`config.mk`:
```
export PLATFORM = sky130hd
export DESIGN_NAME = apb_timer_slave
export DESIGN_NICKNAME = d
export VERILOG_FILES = /design/src/rtl/apb_timer_slave.sv
export SDC_FILE = /design/constraint.sdc
export NUM_CORES = 1
export LEC_CHECK = 0
export CORE_MARGIN = 2
export CORE_UTILIZATION = 57
export DETAILED_ROUTE_END_ITERATION = 8
export PLACE_DENSITY = 0.87
export SKIP_LAST_GASP = 1
export SLEW_MARGIN = 0
export SYNTH_ARGS = -nofsm -noshare
export SYNTH_HDL_FRONTEND = slang
export SYNTH_SLANG_ARGS = --single-unit
```
`constraint.sdc`:
```
create_clock -name HCLK -period 9.6 [get_ports HCLK]
set_input_delay 2.88 -clock HCLK [delete_from_list [all_inputs] [get_ports HCLK]]
set_output_delay 2.88 -clock HCLK [all_outputs]
set_load 0.005 [all_outputs]
```
`src/rtl/apb_timer_slave.sv`:
```
// APB3/APB4 timer slave: prescaled 32-bit down-counter with reload, maskable
// interrupt, programmable wait states and PSLVERR on illegal accesses.
module apb_timer_slave #(
   parameter int WAIT_STATES = 1,
   parameter int PRESCALE    = 4,
   parameter int PRIV_WR     = 1
) (
   input  logic        HCLK,
   input  logic        HRESET,
   input  logic        PCLKEN,
   input  logic        PSEL,
   input  logic        PENABLE,
   input  logic        PWRITE,
   input  logic [15:0] PADDR,
   input  logic [31:0] PWDATA,
   input  logic [3:0]  PSTRB,
   input  logic [2:0]  PPROT,
   output logic [31:0] PRDATA,
   output logic        PREADY,
   output logic        PSLVERR,
   output logic        TIMERINT
);

   localparam int PW = (PRESCALE > 1) ? $clog2(PRESCALE) : 1;

   logic [3:0]    wait_cnt_q, wait_cnt_d;
   logic [PW-1:0] pre_cnt_q, pre_cnt_d;
   logic [2:0]    ctrl_q, ctrl_d;
   logic [31:0]   value_q, value_d;
   logic [31:0]   reload_q, reload_d;
   logic          intstat_q, intstat_d;
   logic          timerint_q, timerint_d;

   logic [1:0]    off;
   logic          ready;
   logic          err;
   logic          wr;
   logic          tick;
   logic          pre_wrap;
   logic          hw_set;
   logic [31:0]   wmask;
   logic [31:0]   rd_mux;
   logic          unused_bits;

   assign unused_bits = ^{PADDR[1:0], PPROT[2:1]};

   genvar gi;
   generate
      for (gi = 0; gi < 4; gi++) begin : g_mask
         assign wmask[gi*8 +: 8] = {8{PSTRB[gi]}};
      end
   endgenerate

   // Bus decode and response; a reset cycle never presents a response.
   always_comb begin
      off   = PADDR[3:2];
      ready = PSEL & PENABLE & (wait_cnt_q == 4'(WAIT_STATES)) & ~HRESET;
      err   = (PADDR[15:4] != 12'h000) |
              ((PRIV_WR != 0) & PWRITE & ~PPROT[0] & ((off == 2'd0) | (off == 2'd2)));
      wr    = ready & PCLKEN & PWRITE & ~err;

      case (off)
         2'd0:    rd_mux = {29'h0, ctrl_q};
         2'd1:    rd_mux = value_q;
         2'd2:    rd_mux = reload_q;
         default: rd_mux = {31'h0, intstat_q};
      endcase

      PREADY  = ready;
      PSLVERR = ready & err;
      PRDATA  = (ready & ~err) ? rd_mux : 32'h0;
   end

   always_comb begin
      wait_cnt_d = wait_cnt_q;
      if (!PSEL) begin
         wait_cnt_d = 4'h0;
      end else if (PCLKEN && PENABLE) begin
         wait_cnt_d = ready ? 4'h0 : wait_cnt_q + 4'h1;
      end
   end

   // Counter datapath; bus writes are applied after the tick so they take priority.
   always_comb begin
      pre_wrap  = (pre_cnt_q == PW'(PRESCALE - 1));
      tick      = ctrl_q[0] & pre_wrap &
                  ~(wr & (off == 2'd0) & PSTRB[0] & ~PWDATA[0]);
      pre_cnt_d = (ctrl_q[0] && !pre_wrap) ? pre_cnt_q + PW'(1) : '0;
      hw_set    = tick & (value_q == 32'h0);

      ctrl_d    = ctrl_q;
      value_d   = value_q;
      reload_d  = reload_q;
      intstat_d = intstat_q;

      if (tick) begin
         if (value_q != 32'h0) begin
            value_d = value_q - 32'h1;
         end else if (ctrl_q[2]) begin
            value_d = reload_q;
         end else begin
            ctrl_d[0] = 1'b0;
         end
      end

      if (wr) begin
         case (off)
            2'd0: if (PSTRB[0]) ctrl_d = PWDATA[2:0];
            2'd1: value_d  = (value_q & ~wmask) | (PWDATA & wmask);
            2'd2: reload_d = (reload_q & ~wmask) | (PWDATA & wmask);
            default: if (PSTRB[0] && PWDATA[0]) intstat_d = 1'b0;
         endcase
      end

      if (hw_set) begin
         intstat_d = 1'b1;
      end

      timerint_d = intstat_q & ctrl_q[1];
   end

   always_ff @(posedge HCLK) begin
      if (HRESET) begin
         wait_cnt_q <= 4'h0;
         pre_cnt_q  <= '0;
         ctrl_q     <= 3'h0;
         value_q    <= 32'h0;
         reload_q   <= 32'h0;
         intstat_q  <= 1'b0;
         timerint_q <= 1'b0;
      end else begin
         wait_cnt_q <= wait_cnt_d;
         pre_cnt_q  <= pre_cnt_d;
         ctrl_q     <= ctrl_d;
         value_q    <= value_d;
         reload_q   <= reload_d;
         intstat_q  <= intstat_d;
         timerint_q <= timerint_d;
      end
   end

   assign TIMERINT = timerint_q;

endmodule
```
Yosys cells after proc, flatten, opt, wreduce, memory -nomap -nowiden

Cells that the tools add are included.

Bits of input ports: 61
Register bits after elaboration: 75
Output and inout bits: 35
Word-level logic and storage cells: 82

Bitwise operators: 32
Reductions and logical operators: 16
Eq/ne operators: 5
Multiplexer cells: 18
Add/sub/neg operators: 3

Operator list:

| kind                                                                   | number |
|---|---|
| 32-bit two-way mux                                                     | 6 |
| 32-bit bitwise AND                                                     | 3 |
| 32-bit case mux with 3 select lines                                    | 1 |
| 32-bit bitwise OR                                                      | 2 |
| 32-bit zero test                                                       | 1 |
| 32-bit NOT                                                             | 1 |
| 32-bit nonzero test                                                    | 1 |
| 32-bit by 1-bit subtractor with 32-bit output (second input constant)  | 1 |
| 1-bit bitwise AND                                                      | 17 |
| 12-bit nonzero test                                                    | 1 |
| 1-bit two-way mux                                                      | 10 |
| 1-bit NOT                                                              | 7 |
| 3-bit AND reduction                                                    | 2 |
| 4-bit by 1-bit adder with 4-bit output (second input constant)         | 1 |
| 2-bit equality test (second input constant)                            | 2 |
| 4-bit by 1-bit equality test with 1-bit output (second input constant) | 1 |
| 4-bit two-way mux                                                      | 1 |
| 2-bit nonzero test                                                     | 2 |
| 2-bit OR reduction                                                     | 2 |
| 1-bit logical AND                                                      | 3 |
| 3-bit OR reduction                                                     | 1 |
| 2-bit by 1-bit adder with 2-bit output (second input constant)         | 1 |
| 2-bit by 1-bit equality test with 1-bit output (second input constant) | 1 |
| 2-bit zero test                                                        | 1 |
| 4 further kinds                                                        | 5 |

Longest topological paths before layout

Depth after elaboration: 15
Gate-level depth with buffers: 10
Mapped depth without buffers: 8

Least setup slack after synthesis

Ideal clock, no wire load.

Kind: input to output
Start: input PADDR[2]
End: output PRDATA[10]
Buffers on the path: 4
Setup slack: 2.305 ns
Arrival time: 4.415 ns
Required time: 6.720 ns
Stages on the path: 8
Cells stage by stage: buf_2 > or3b_2 > nand4_1 > buf_2 > or2_2 > clkbuf_1 > clkbuf_1 > nor2_1

Word-level cells in the longest chain between the ends: 7
Elaborated cells on any way between the ends: 10
Those cells by class: eq/ne (2); mux (2); bitwise (5); reduce/logical (1)

RTL lines:

| element                                                | RTL line | RTL |
|---|---|---|
| start: declaration                                     | 14       | `input logic [15:0] PADDR,` |
| 2-bit equality test or 2-bit zero test (tied branches) | 59, 62   |  |
| 1-bit bitwise OR                                       | 59       | `((PRIV_WR != 0) & PWRITE & ~PPROT[0] & ((off == 2'd0) \| (off == 2'd2)));` |
| 1-bit bitwise AND                                      | 59       |  |
| 1-bit bitwise OR                                       | 58       | `err = (PADDR[15:4] != 12'h000) \|` |
| 1-bit NOT                                              | 71       | `PRDATA = (ready & ~err) ? rd_mux : 32'h0;` |
| 1-bit bitwise AND                                      | 71       |  |
| 32-bit two-way mux *                                   | 71       |  |
| end: declaration                                       | 18       | `output logic [31:0] PRDATA,` |

Every way passes the cells marked *; elsewhere a longest branch is shown, timed or not.

Final worst setup path

Start: input PADDR[2]
End: output PRDATA[26]

Same word-level chain as after synthesis.

==> results.md <==
- Status: completed
- Critical path required time: between 6 and 7 ns
- Synthesis-stage register bit count: 75
- Drt total wl: 15300 um
- Critical path class: primary input to primary output
- Cts hold-fix bufs: 0
- Share of post-route cells with drive strength above 1: just over 8%
- Commonest non-fill, non-tap cell in the layout: nor2_1
- Final core utilization: 70.8%
- Vias per cell: around 6.8
- Final hold vios: 0
- Sequential area share after synthesis: around 30%
- Top_reg_cell synth: dfxtp_1
- GRT overflow: 0
- Layout Cells excl Fill: between 700 and 800
- Worst vdd ir: about 73 uV
- Number of enable flip-flop cells after synthesis: 0
- CTS Buf Count: 9
- CTS max path bufs: 2
- Syn Inst Count: about 620
- Crit path capture type: primary output
- CP startpoint kind: primary input
- Die width: roughly 97 um
- Pre-CTS setup slack: between 1 and 1.5 ns
- Leakage: about 0.0024 uW
- CTS Root Cell: clkbuf_8
- RSZ-0062 raised after global routing: no
- Final Critical Period: between 8 and 9 ns
- Post_cts resized: 0
- Setup Skew: 0.0113 ns
- TritonCTS clock tree: done
- Most frequent cells in the layout: nor2_1 (102), clkdlybuf4s50_1 (90), dfxtp_1 (75), mux2i_1 (60), a22oi_1 (31)
- Setup tns final: 0 ns
- Row Count: 34
- WHS Endpoint: pre_cnt_q[0]
- Max Fclk: about 0.12 GHz
- Routability congestion estimate: approximately 0.94
- Max-cap violations: 0
- DP Cell Count: between 700 and 800
- Synth area leader: dfxtp_1
- Max_slew headroom: about a quarter
- # port buffers: a little over 90
- # diodes: 0
- Min-delay src: pre_cnt_q[0]
- First drt pass iteration count: 7
- R2r setup slk: between 6 and 7 ns
- Starting density of the core: between 50% and 60%
- DR DRC count: 0
- ANT nets after route: 0
- Period utilization: a little under 90%
- YS warnings: 0
- Layout area overhead: 22.4%
- Hpwl dp: slightly above 10000 um
- Worst r2r path cells: 7
- WL/cell: around 19 um
- Nets: 746
- CTS Sinks: 75
- Syn Nets: 685
- Core Area: between 8000 and 9000 um2
- WHS Path Cells: 1
- Hold Crit Class: flop to flop
- CP arrival: ~5.6 ns
- Post-synth ARST share: 0%
- Vias in the first global route: roughly 5200
- Final setup viols: 0
- Insertion delay to the later sink of the worst-skew pair: about 0.36 ns
- DRT iter0 DRCs: between 400 and 500
- Post-synthesis cell type count: 63
- First-pass GRT wire length: around 25000 um
- Via count: roughly 5400
- H-tree depth: 3
- Crit-path max FO: 32
- Post-CTS setup buffers: 0
- Share of the synthesized area in the top cell type: 30.2%
- Worst-Margin Slew: 1.10 ns
- Syn_area_per_cell: 8.02 um2
- Die height: 97.4 um
- Power per Cell Area: approximately 100 nW/um2
- Largest net degree at the start of global routing: 58
- Initial antenna violation count: 0
- Max Slew Vio Count: 0
- Reg-to-reg startpoint: wait_cnt_q[0]
- Worst-case setup margin in the final layout: 1.16 ns
- Mapped cell area: 4970 um2
- Clock-pin slew on the worst setup and hold paths: roughly 0.08 ns
- Die ar.: approximately 9500 um2
- Largest cells by area after synthesis: dfxtp_1 (30%), mux2i_1 (12%), nor2_1 (7.8%)
- Io pins: 96
- Number of fill cells: between 600 and 700
- Total GRT Usage: between 30% and 40%
[synthesized netlist by cell type, types with 2 or more instances]
cell       instances
nor3b_1            2
mux2_2             9
nand4_1            9
nand3_1           17
or3_1              9
o22ai_1            8
and2_1             3
nor4_1            15
a32oi_1            3
o31ai_1            5
or4_4              2
inv_1             15
a211o_1            5
o21ai_0           22
buf_2              5
a2bb2oi_1          5
and3_1             6
o21ai_1            3
a221o_1            2
a22oi_1           31
a2111oi_0          2
mux2i_1           60
or3b_2             3
nor2_1           103
a21oi_1           22
or2_2              2
nor2b_1            6
a211oi_1          10
nor4_2             3
buf_6              4
a31oi_1            8
o221ai_1           3
buf_1              5
o21a_1             4
or4_1              7
a221oi_1           3
dfxtp_1           75
ha_1               5
clkbuf_1          33
nand2_1           26
nor3_1            24
o41ai_1            2
o211ai_1           9
nor4b_1            5
[worst max path at each step]
stage | depth (start not counted) | from | to
floorplan | 8 | PADDR[2] | PRDATA[10]
global placement | 7 | PADDR[2] | PRDATA[11]
detailed placement | 7 | PADDR[2] | PRDATA[26]
CTS | 7 | PADDR[2] | PRDATA[26]
global route | 7 | PADDR[2] | PRDATA[26]
finish | 7 | PADDR[2] | PRDATA[26]
[report_power, final]
part           switching (uW)  total [uW]  internal (uW)
clock                     124         275            151
combinational            24.3        50.1           25.8
sequential              0.232         311            311
[metrics by stage]
stage                     power [uW]  cell area, um2  hold slack [ns]
after floorplan                  335            4970            0.405
after global placement           367            5870            0.414
after detailed placement         368            5870            0.428
after CTS                        635            6080            0.441
after global routing             652            6080            0.485
final                            636            6080            0.436
[final cells by class]
type / instances / area [um2] / share of cell area [%]
repair buffers: 98 / 958 / 15.8
inverters: 15 / 56.3 / 0.926
multi-input cells: 481 / 3210 / 52.9
well taps: 108 / 135 / 2.22
clock inverters: 5 / 77.6 / 1.28
flip-flops and latches: 75 / 1500 / 24.7
clock buffers: 10 / 138 / 2.26
[cell families (layout without fill, tap and decap cells)]
family	count (synthesis)	after routing	synth area share, %
AND/OR/NAND/NOR	252	252	27.0
AO/OA/AOI/OAI	153	153	21.3
flip-flops	75	75	30.2
multiplexers	70	70	14.6
buffers and inverters	63	128	5.52
adder cells (fa/ha/maj)	5	5	1.26
XOR/XNOR	1	1	0.176
[critical path, stage by stage]
cell             delay (ns)
clkdlybuf4s50_1        0.63
or3b_2                 0.54
nand4_1                0.10
buf_4                  0.20
or2_2                  0.57
nor2_1                 0.14
clkdlybuf4s50_1        0.48
[layer usage]
metal  wire length, um  global-route usage [%]  vias to the layer above
li1                  -                       -                     2456
met2              7080                    51.7                      347
met4               496                    16.0                        0
met5                 0                       0                        -
met3              1550                    7.77                       57
met1              6140                    39.4                     2511
Power figures use the tool's default switching activity.
